### config.mk
export PLATFORM = sky130hd
export DESIGN_NAME = timer_scheduler_flat
export DESIGN_NICKNAME = d
export VERILOG_FILES = /design/src/rtl/timer_scheduler_pkg.sv /design/src/rtl/timer_scheduler_if.sv /design/src/rtl/timer_scheduler_tick_gen.sv /design/src/rtl/timer_scheduler.sv /design/src/flat_wrapper.sv
export SDC_FILE = /design/constraint.sdc
export NUM_CORES = 1
export LEC_CHECK = 0
export CAP_MARGIN = 30
export CORE_MARGIN = 2
export CORE_UTILIZATION = 58
export CTS_CLUSTER_SIZE = 12
export DETAILED_ROUTE_END_ITERATION = 10
export PLACE_DENSITY = 0.95
export SYNTH_ARGS = -nofsm -noshare
export SYNTH_HDL_FRONTEND = slang
export SYNTH_SLANG_ARGS = --single-unit
export TNS_END_PERCENT = 30
### constraint.sdc
create_clock -name fpga_clk -period 7.2 [get_ports fpga_clk]
set_input_delay 1.44 -clock fpga_clk [delete_from_list [all_inputs] [get_ports fpga_clk]]
set_output_delay 1.44 -clock fpga_clk [all_outputs]
set_load 0.01 [all_outputs]
### src/rtl/timer_scheduler_pkg.sv
// rtl/timer_scheduler_pkg.sv - shared types and default rates for the timer scheduler
package timer_sched_pkg;

  typedef enum logic {
    CH_IDLE = 1'b0,
    CH_RUN  = 1'b1
  } ch_state_e;

  localparam int DEF_FPGA_RATE = 50_000_000;
  localparam int DEF_TICK_RATE = 1000;
  localparam int DEF_NCH       = 4;
  localparam int DEF_PERIOD_W  = 8;

  // Event id width; a single-channel build still carries a 1-bit id.
  function automatic int id_width(input int n);
    return (n > 1) ? $clog2(n) : 1;
  endfunction

endpackage

### src/rtl/timer_scheduler_if.sv
// rtl/timer_scheduler_if.sv - expiry event handshake between scheduler and consumer
interface timer_scheduler_if #(
  parameter int NCH = timer_sched_pkg::DEF_NCH
);
  localparam int ID_W = timer_sched_pkg::id_width(NCH);

  logic            evt_valid;
  logic [ID_W-1:0] evt_id;
  logic            evt_ready;

  modport master (output evt_valid, output evt_id, input evt_ready);
  modport slave  (input evt_valid, input evt_id, output evt_ready);

endinterface

### src/rtl/timer_scheduler_tick_gen.sv
// rtl/timer_scheduler_tick_gen.sv - shared prescaler producing a one-cycle timebase tick
module tick_gen
  import timer_sched_pkg::*;
#(
  parameter int FPGA_RATE = DEF_FPGA_RATE,
  parameter int TICK_RATE = DEF_TICK_RATE
) (
  input  logic fpga_clk,
  input  logic rst,
  input  logic enable,
  output logic tick
);

  localparam int PRESCALE = (FPGA_RATE / TICK_RATE > 0) ? FPGA_RATE / TICK_RATE : 1;
  localparam int CNT_W    = (PRESCALE > 1) ? $clog2(PRESCALE) : 1;
  localparam logic [CNT_W-1:0] LAST = CNT_W'(PRESCALE - 1);

  logic [CNT_W-1:0] cnt;

  always_ff @(posedge fpga_clk) begin
    if (!rst) begin
      cnt <= '0;
    end else if (enable) begin
      cnt <= (cnt == LAST) ? '0 : cnt + CNT_W'(1);
    end
  end

  assign tick = enable && (cnt == LAST);

endmodule

### src/rtl/timer_scheduler.sv
// rtl/timer_scheduler.sv - NCH timers on a shared tick with round-robin expiry events
// Optional auto-reload: define TIMER_SCHED_RELOAD_EN.
module timer_scheduler
  import timer_sched_pkg::*;
#(
  parameter int FPGA_RATE = DEF_FPGA_RATE,
  parameter int TICK_RATE = DEF_TICK_RATE,
  parameter int NCH       = DEF_NCH,
  parameter int PERIOD_W  = DEF_PERIOD_W
) (
  input  logic                    fpga_clk,
  input  logic                    rst,
  input  logic                    enable,
  input  logic [NCH-1:0]          start,
  input  logic [NCH-1:0]          stop,
  input  logic [NCH*PERIOD_W-1:0] period,
  input  logic [NCH-1:0]          reload,
  output logic                    tick,
  output logic [NCH-1:0]          busy,
  output logic [NCH-1:0]          overrun,
  timer_scheduler_if.master       evt
);

  localparam int ID_W = id_width(NCH);

  ch_state_e           state_q [NCH];
  ch_state_e           state_d [NCH];
  logic [PERIOD_W-1:0] rem_q   [NCH];
  logic [PERIOD_W-1:0] rem_d   [NCH];
  logic [PERIOD_W-1:0] ch_period;

  logic [NCH-1:0]  pending_q, pending_d;
  logic [NCH-1:0]  overrun_q, overrun_d;
  logic [NCH-1:0]  expiry, start_acc, clr, reload_en;
  logic [ID_W-1:0] last_grant_q, held_id_q, rr_id, sel_id, idx_l;
  logic            held_q, rr_found, evt_fire;
  int              idx;

`ifdef TIMER_SCHED_RELOAD_EN
  assign reload_en = reload;
`else
  logic unused_reload;
  assign unused_reload = ^reload;
  assign reload_en     = '0;
`endif

  tick_gen #(
    .FPGA_RATE (FPGA_RATE),
    .TICK_RATE (TICK_RATE)
  ) u_tick_gen (
    .fpga_clk (fpga_clk),
    .rst      (rst),
    .enable   (enable),
    .tick     (tick)
  );

  // Round-robin search starting one past the last granted channel.
  always_comb begin
    rr_id    = '0;
    rr_found = 1'b0;
    idx      = 0;
    idx_l    = '0;
    for (int k = 1; k <= NCH; k++) begin
      idx   = (int'(last_grant_q) + k) % NCH;
      idx_l = ID_W'(idx);
      if (!rr_found && pending_q[idx_l]) begin
        rr_found = 1'b1;
        rr_id    = idx_l;
      end
    end
  end

  // A stalled event keeps its id even if a higher-priority channel expires meanwhile.
  assign sel_id        = held_q ? held_id_q : rr_id;
  assign evt.evt_valid = |pending_q;
  assign evt.evt_id    = sel_id;
  assign evt_fire      = evt.evt_valid && evt.evt_ready;

  always_comb begin
    clr = '0;
    if (evt_fire) begin
      clr[sel_id] = 1'b1;
    end
  end

  always_comb begin
    expiry    = '0;
    start_acc = '0;
    ch_period = '0;
    for (int i = 0; i < NCH; i++) begin
      state_d[i] = state_q[i];
      rem_d[i]   = rem_q[i];
      ch_period  = period[i*PERIOD_W +: PERIOD_W];
      if (stop[i]) begin
        state_d[i] = CH_IDLE;
        rem_d[i]   = '0;
      end else if (start[i] && (ch_period != '0)) begin
        start_acc[i] = 1'b1;
        state_d[i]   = CH_RUN;
        rem_d[i]     = ch_period;
      end else if ((state_q[i] == CH_RUN) && tick) begin
        if (rem_q[i] == PERIOD_W'(1)) begin
          expiry[i] = 1'b1;
          if (reload_en[i] && (ch_period != '0)) begin
            rem_d[i] = ch_period;
          end else begin
            state_d[i] = CH_IDLE;
            rem_d[i]   = '0;
          end
        end else begin
          rem_d[i] = rem_q[i] - PERIOD_W'(1);
        end
      end
    end
    // An expiry landing on the cycle its old event is accepted is not an overrun.
    pending_d = (pending_q & ~clr) | expiry;
    overrun_d = (overrun_q | (expiry & pending_q & ~clr)) & ~start_acc;
  end

  always_ff @(posedge fpga_clk) begin
    if (!rst) begin
      for (int i = 0; i < NCH; i++) begin
        state_q[i] <= CH_IDLE;
        rem_q[i]   <= '0;
      end
      pending_q    <= '0;
      overrun_q    <= '0;
      last_grant_q <= ID_W'(NCH - 1);
      held_q       <= 1'b0;
      held_id_q    <= '0;
    end else begin
      state_q   <= state_d;
      rem_q     <= rem_d;
      pending_q <= pending_d;
      overrun_q <= overrun_d;
      held_q    <= evt.evt_valid && !evt.evt_ready;
      held_id_q <= sel_id;
      if (evt_fire) begin
        last_grant_q <= sel_id;
      end
    end
  end

  always_comb begin
    busy = '0;
    for (int i = 0; i < NCH; i++) begin
      busy[i] = (state_q[i] == CH_RUN);
    end
  end

  assign overrun = overrun_q;

endmodule

### src/flat_wrapper.sv
// flat-port wrapper written by rule: the top's interface ports become plain ports
module timer_scheduler_flat import timer_sched_pkg::*;
#(
  parameter int FPGA_RATE = DEF_FPGA_RATE,
  parameter int TICK_RATE = DEF_TICK_RATE,
  parameter int NCH       = DEF_NCH,
  parameter int PERIOD_W  = DEF_PERIOD_W
)
  (fpga_clk, rst, enable, start, stop, period, reload, tick, busy, overrun, evt_evt_valid, evt_evt_id, evt_evt_ready);
  timer_scheduler_if #(.NCH(NCH)) evt_i ();
  input  logic fpga_clk;
  input  logic rst;
  input  logic enable;
  input  logic [NCH-1:0] start;
  input  logic [NCH-1:0] stop;
  input  logic [NCH*PERIOD_W-1:0] period;
  input  logic [NCH-1:0] reload;
  output logic tick;
  output logic [NCH-1:0] busy;
  output logic [NCH-1:0] overrun;
  output wire logic [$bits(evt_i.evt_valid)-1:0] evt_evt_valid;
  output wire logic [$bits(evt_i.evt_id)-1:0] evt_evt_id;
  input wire logic [$bits(evt_i.evt_ready)-1:0] evt_evt_ready;
  assign evt_evt_valid = evt_i.evt_valid;
  assign evt_evt_id = evt_i.evt_id;
  assign evt_i.evt_ready = evt_evt_ready;
  timer_scheduler #(.FPGA_RATE(FPGA_RATE), .TICK_RATE(TICK_RATE), .NCH(NCH), .PERIOD_W(PERIOD_W)) u_core (.fpga_clk(fpga_clk), .rst(rst), .enable(enable), .start(start), .stop(stop), .period(period), .reload(reload), .tick(tick), .busy(busy), .overrun(overrun), .evt(evt_i));
endmodule
==> metrics.md, run 1 <==
| Metric | Value |
|---|---|
| Top cells by count, synth | 65 x dfxtp_1, 52 x nor2_1, 41 x nand2_1 |
| Cell taking the most area after synthesis | dfxtp_1 |
| Cell count after synthesis | about 450 |
| Register area share after synthesis | 35.8% |
| Syn avg cell area | 8.00 um^2 |
| Vias in the first global route | 3615 |
| Startpoint Class | input port |
| Net Count, Synth | 511 |
| Final worst path period share | 74.3% |
| Kind of critical path | input port to output port |
| Antenna Diode Count | 0 |
| Slew @ Worst Pin | about 0.89 ns |
| Grt ovf | 0 |
| Worst vdd ir | 0.250 mV |
| Multi-input gate area | 0.00215 mm^2 |
| Slowest cell on the critical path | or4_1 |
| Gr usage total | 27.3% |
| Initial DRC count | 297 |
| Cell Area, Synth | 0.00363 mm^2 |
| Final critical-path required period | approximately 5.3 ns |
| Clock sink total | 65 |
| Routed Antenna Nets | 0 |
| DR vias | 3712 |
| Clk root buf | clkbuf_8 |
| Area Growth Syn to Fin | 22.8% |
| # setup viols final | 0 |
| Final Hold Vio Count | 0 |
| Layout cell share with drive strength beyond 1 | 4.53% |
| Most frequent CP cell | clkdlybuf4s50_1 |
| Post-DP HPWL | 6400 um |
| Post-CTS sizing | 0 |
| Power per Cell Area | 199 mW/mm^2 |
| Main synth FF type | dfxtp_1 |
| Status | finished, final reports clean |
| CP Cell Sequence | clkdlybuf4s50_1, nand4_1, or4_1, clkinv_8, clkdlybuf4s50_1 |
| 1st-pass router iterations | 5 |
| DIE AREA | roughly 0.0069 mm^2 |
| Number of synthesized register bits | 65 |
| Worst Path Required | 5.76 ns |
| Initial antenna violation count | 0 |
| Clock buffer count from CTS | 9 |
| Ranking of synthesized cells by area | dfxtp_1 36%, nor2_1 5.4%, o21ai_0 4.5% |
| RD Place Congestion | 0.904 |
| Most numerous cell in the Yosys netlist | dfxtp_1 |
| Max Freq | 187 MHz |
| Initial core utilization | between 60% and 70% |
| Share of Yosys cell area claimed by the top area cell type | a little over a third |
| Max-slew violations | 0 |
| RSZ-0062 raised after global routing | no |
| Relative slew slack | 40.6% |
| I/O pins | 60 |
| Crit-path max cell delay | 0.82 ns |
| Final Net Count | 560 |
| Final Skew | 0.00655 ns |
| Clock insertion delay at the later pin of the skew report | 0.35 ns |
| Chip height | 83.1 um |
| Final Util | 74.5% |
| PnR worst setup slack | 1.85 ns |
| Distinct cells, synth | 58 |
| Clk slew on worst S/H paths | 0.07 ns |
| Crit. End Element | output port |
| Routed WL | between 9000 and 10000 um |
| Filler instances | 428 |
| Post-synth EDFFs | 0 |
| Post-route DRC | 0 |
| Final instance area | 0.00446 mm^2 |
| IO Port Bufs | between 50 and 60 |
| Placed inst area | between 0.004 and 0.005 mm^2 |
| Final setup TNS | 0 ns |
| Ys async rst share | 0% |
| Hold slack | 0.529 ns |
| Hold Crit Class | register to register |
| Clk buf depth | 2 |
| Core ar. | 0.00599 mm^2 |
| Rows | 28 |
| Drt wl/cell | about 16 um |
| Die width | 83.1 um |
| CTS tree | done |
| # hold bufs at CTS | 0 |
| Max-cap violations | 0 |
| H-tree depth | 3 |
| WP data arrival | 3.91 ns |
| Post-CTS setup buffer count | 0 |
| Register area | 0.00130 mm^2 |
| Largest net degree at the start of global routing | 33 |
| First-pass GRT wire length | approximately 16000 um |
| Place WS | 1.88 ns |
| Worst-path maximum fanout | 32 |
| Lkg Pwr | roughly 0.0017 uW |
| Vias per inst | 6.37 |
| Synth warnings | 0 |
-- layer usage --
layer | vias to the layer above | wire (um) | track usage, %
li1 | 1764 | - | -
met1 | 1733 | 3810 | 32.1
met2 | 192 | 4740 | 47.8
met3 | 23 | 688 | 7.26
met4 | 0 | 190 | 9.39
met5 | - | 0 | 0
-- stage by stage --
stage          total power [uW]  instances
6_report                    888        583
4_1_cts                     890        582
3_5_place_dp                477        566
5_1_grt                     917        583
3_3_place_gp                472        565
2_1_floorplan               435        454
-- layout by cell type (no fill, tap or decap), drive strengths merged, types with 12 or more instances in the layout --
cell and n:
or4 12, a21oi 26, inv 17, o21ai 37
nor2 52, clkdlybuf4s50 55, nand4 16, dfxtp 65
nand3 19, nand2 43, mux2i 16
-- power breakdown --
part	internal, uW	switching, uW	total (uW)
clock network	265	150	415
logic	45.4	47.3	92.7
registers	369	11.7	380
total	679	209	888
-- layout make-up --
class,instances,area share [%]
well taps,75,2.10
inverters,18,1.79
multi-input cells,352,48.2
flip-flops and latches,65,29.2
clock inverters,7,3.20
clock buffers,9,2.78
repair buffers,57,12.8
-- kinds of logic after synthesis --
kind of cell	after synthesis	share of synthesized area, %
AOI/OAI and AO/OA	108	18.3
xor gates and xnor gates	15	3.62
adders and majority gates	9	3.10
buffers and inverters	37	4.96
DFF	65	35.8
muxes	16	4.41
and+or+nand+nor	204	29.8
-- critical path: cells and delay by family --
kind | cells | cell delay [ns]
buffers and inverters | 3 | 1.42
and+or+nand+nor | 2 | 1.04
-- path summary, 6_finish.rpt --
path	cells after the start	to	startpoint	slack (ns)
max reg2reg	6	u_core.rem_q[21]$_SDFFE_PP0P_	u_core.u_tick_gen.cnt[11]$_SDFFE_PN0P_	4.34
min reg2reg	2	u_core.rem_q[0]$_SDFFE_PP0P_	u_core.rem_q[0]$_SDFFE_PP0P_	0.53
min	2	u_core.rem_q[0]$_SDFFE_PP0P_	u_core.rem_q[0]$_SDFFE_PP0P_	0.53
max	5	tick	enable	1.85
-- state kept, by name, indices dropped and copies added (netlist names) --
register,cells
u_core.busy,4
u_core.held_id_q,2
u_core.held_q,1
u_core.last_grant_q,2
u_core.overrun,4
u_core.pending_q,4
u_core.rem_q,32
u_core.u_tick_gen.cnt,16
(Power assumes the default switching activity.)
==> run 2, diff against run 1 <==
--- a/config.mk
+++ b/config.mk
@@ -7,10 +7,10 @@
 export LEC_CHECK = 0
 export CAP_MARGIN = 30
 export CORE_MARGIN = 2
-export CORE_UTILIZATION = 58
+export CORE_UTILIZATION = 48
 export CTS_CLUSTER_SIZE = 12
 export DETAILED_ROUTE_END_ITERATION = 10
-export PLACE_DENSITY = 0.95
+export PLACE_DENSITY = 0.86
 export SYNTH_ARGS = -nofsm -noshare
 export SYNTH_HDL_FRONTEND = slang
 export SYNTH_SLANG_ARGS = --single-unit
==> constraint.sdc (replaced) <==
create_clock -name fpga_clk -period 4.6 [get_ports fpga_clk]
set_input_delay 0.92 -clock fpga_clk [delete_from_list [all_inputs] [get_ports fpga_clk]]
set_output_delay 0.92 -clock fpga_clk [all_outputs]
set_load 0.01 [all_outputs]
==> metrics.md, run 2 (same netlist as run 1, synthesis figures left out) <==
| Metric | Value |
|---|---|
| Largest net degree at the start of global routing | 33 (unchanged) |
| I/O pins | 60 (unchanged) |
| Lkg Pwr | 0.00164 uW (was 0.00168 uW) |
| Gr usage total | 21.7% (was 27.3%) |
| Final Skew | 0.00830 ns (was 0.00655 ns) |
| Power per Cell Area | 260 mW/mm^2 (was 199 mW/mm^2) |
| Clock insertion delay at the later pin of the skew report | 0.35 ns (about the same) |
| CTS tree | done (unchanged) |
| Routed Antenna Nets | 0 (unchanged) |
| Initial DRC count | 258 (was 297) |
| Clk slew on worst S/H paths | 0.07 ns (about the same) |
| 1st-pass router iterations | 4 (was 5) |
| Net Sw Frac | 26.4% (was 23.6%) |
| RSZ-0062 raised after global routing | no (unchanged) |
| Final Net Count | 561 (was 560) |
| Worst Path Required | 3.68 ns (was 5.76 ns) |
| Clk root buf | clkbuf_8 (unchanged) |
| Filler instances | 649 (was 428) |
| Drt wl/cell | 14.3 um (was 16.2 um) |
| Clock sink total | 65 (unchanged) |
| Slew @ Worst Pin | 0.847 ns (was 0.885 ns) |
| Grt ovf | 0 (unchanged) |
| Final worst path period share | 88.5% |
| DIE AREA | 0.00828 mm^2 (was 0.00691 mm^2) |
| RD Place Congestion | 0.877 (was 0.904) |
| Most frequent cells in the layout | 65 x dfxtp_1, 55 x clkdlybuf4s50_1, 52 x nor2_1 (unchanged) |
| Net Switching | 301 uW (was 209 uW) |
| Startpoint Class | input port (unchanged) |
| Worst vdd ir | 0.190 mV (was 0.250 mV) |
| Clock buffer count from CTS | 9 (unchanged) |
| Internal cell power | 840 uW (was 679 uW) |
| Final Hold Vio Count | 0 (unchanged) |
| # hold bufs at CTS | 0 (unchanged) |
| Vias per inst | 5.89 (was 6.37) |
| Post-CTS sizing | 0 (unchanged) |
| Final setup TNS | 0 ns (unchanged) |
| Layout cell share with drive strength beyond 1 | 4.13% (was 4.53%) |
| Antenna Diode Count | 0 (unchanged) |
| Crit. End Element | output port (unchanged) |
| Core ar. | 0.00729 mm^2 (was 0.00599 mm^2) |
| WP data arrival | 3.15 ns (was 3.91 ns) |
| Final Util | 60.1% (was 74.5%) |
| H-tree depth | 3 (unchanged) |
| Placed inst area | 0.00423 mm^2 (was 0.00419 mm^2) |
| Status | finished, final reports clean (unchanged) |
| Post-DP HPWL | 6280 um (was 6400 um) |
| Initial core utilization | 49.8% (was 60.6%) |
| IO Port Bufs | 55 (unchanged) |
| Max reg flops | 32 (unchanged) |
| Biggest regs | u_core.rem_q x32, u_core.u_tick_gen.cnt x16 (unchanged) |
| Rows | 31 (was 28) |
| Max Freq | 246 MHz |
| Post-CTS setup buffer count | 0 (unchanged) |
| Chip height | 91.0 um (was 83.1 um) |
| Relative slew slack | 43.1% (was 40.6%) |
| Final instance area | 0.00438 mm^2 (was 0.00446 mm^2) |
| Max-slew violations | 0 (unchanged) |
| Combinational power share | 12.3% (was 10.4%) |
| DR vias | 3581 (was 3712) |
| Initial antenna violation count | 0 (unchanged) |
| Area Growth Syn to Fin | 20.7% (was 22.8%) |
| Post-route DRC | 0 (unchanged) |
| Hold Crit Class | register to register (unchanged) |
| Worst-path maximum fanout | 32 (unchanged) |
| Clock share of power | 35.5% (was 46.7%) |
| Vias in the first global route | 3430 (was 3615) |
| Die width | 91.0 um (was 83.1 um) |
| Kind of critical path | input port to output port (unchanged) |
| Clk buf depth | 2 (unchanged) |
| Flop pwr share | 52.2% (was 42.8%) |
| Max-cap violations | 0 (unchanged) |
| Routed WL | 8700 um (was 9430 um) |
| Final critical-path required period | 4.07 ns |
| Most common cell after layout, fill and taps aside | dfxtp_1 (unchanged) |
| Largest register by flop count | u_core.rem_q (unchanged) |
| First-pass GRT wire length | 14900 um (was 15900 um) |
| # setup viols final | 0 (unchanged) |
[run 2: cell count changes in the layout (fill, tap and decap cells not counted), sizes merged]
| cell | delta |
|---|---|
| buf | +1 |
| bufinv | -4 |
| clkbuf | +3 |
| clkinv | +4 |
| clkinvlp | -3 |
[run 2: power groups by stage]
stage / combinational [uW] / clock [uW] / sequential (uW)
floorplan: 79.5 / 0 / 601
global placement: 135 / 0 / 606
detailed placement: 139 / 0 / 607
CTS: 140 / 412 / 594
global route: 157 / 432 / 597
finish: 141 / 405 / 595
[run 2: final timing paths]
check,cells after the start,start,end,slack [ns]
setup / recovery,5,enable,tick,0.53
hold / removal,2,u_core.overrun[0]$_SDFF_PN0_,u_core.overrun[0]$_SDFF_PN0_,0.48
setup reg to reg,6,u_core.u_tick_gen.cnt[6]$_SDFFE_PN0P_,u_core.overrun[2]$_SDFF_PN0_,2.01
hold reg to reg,2,u_core.overrun[0]$_SDFF_PN0_,u_core.overrun[0]$_SDFF_PN0_,0.48
[run 2: routing by layer]
| metal | up-vias | track usage [%] | part of all wire [%] |
|---|---|---|---|
| li1 | 1770 | - | - |
| met1 | 1666 | 26.3 | 44 |
| met2 | 126 | 36.7 | 47 |
| met3 | 19 | 6.22 | 7.0 |
| met4 | 0 | 7.45 | 2.0 |
| met5 | - | 0 | 0 |
[run 2: cell type report]
type	instances	area [um^2]	share of cell area [%]
tap	99	124	2.83
sequential	65	1300	29.7
inverter	18	80.1	1.83
clock buffer	12	135	3.08
clock inverter	4	20.0	0.457
multi-input combinational	352	2150	49.1
timing repair buffer	58	573	13.1
[run 2: critical path, cell delays in order]
cell	delay, ns
clkdlybuf4s50_1	0.57
nand4_1	0.23
or4_1	0.66
clkinv_8	0.20
clkdlybuf4s50_1	0.57
[run 2: stage by stage]
stage,hold slack (ns),power [uW],worst slack (ns),instances
floorplan,0.468,680,1.61,454
global placement,0.464,741,0.588,592
detailed placement,0.461,746,0.529,592
CTS,0.470,1150,0.527,608
global route,0.511,1190,0.435,608
finish,0.478,1140,0.527,608
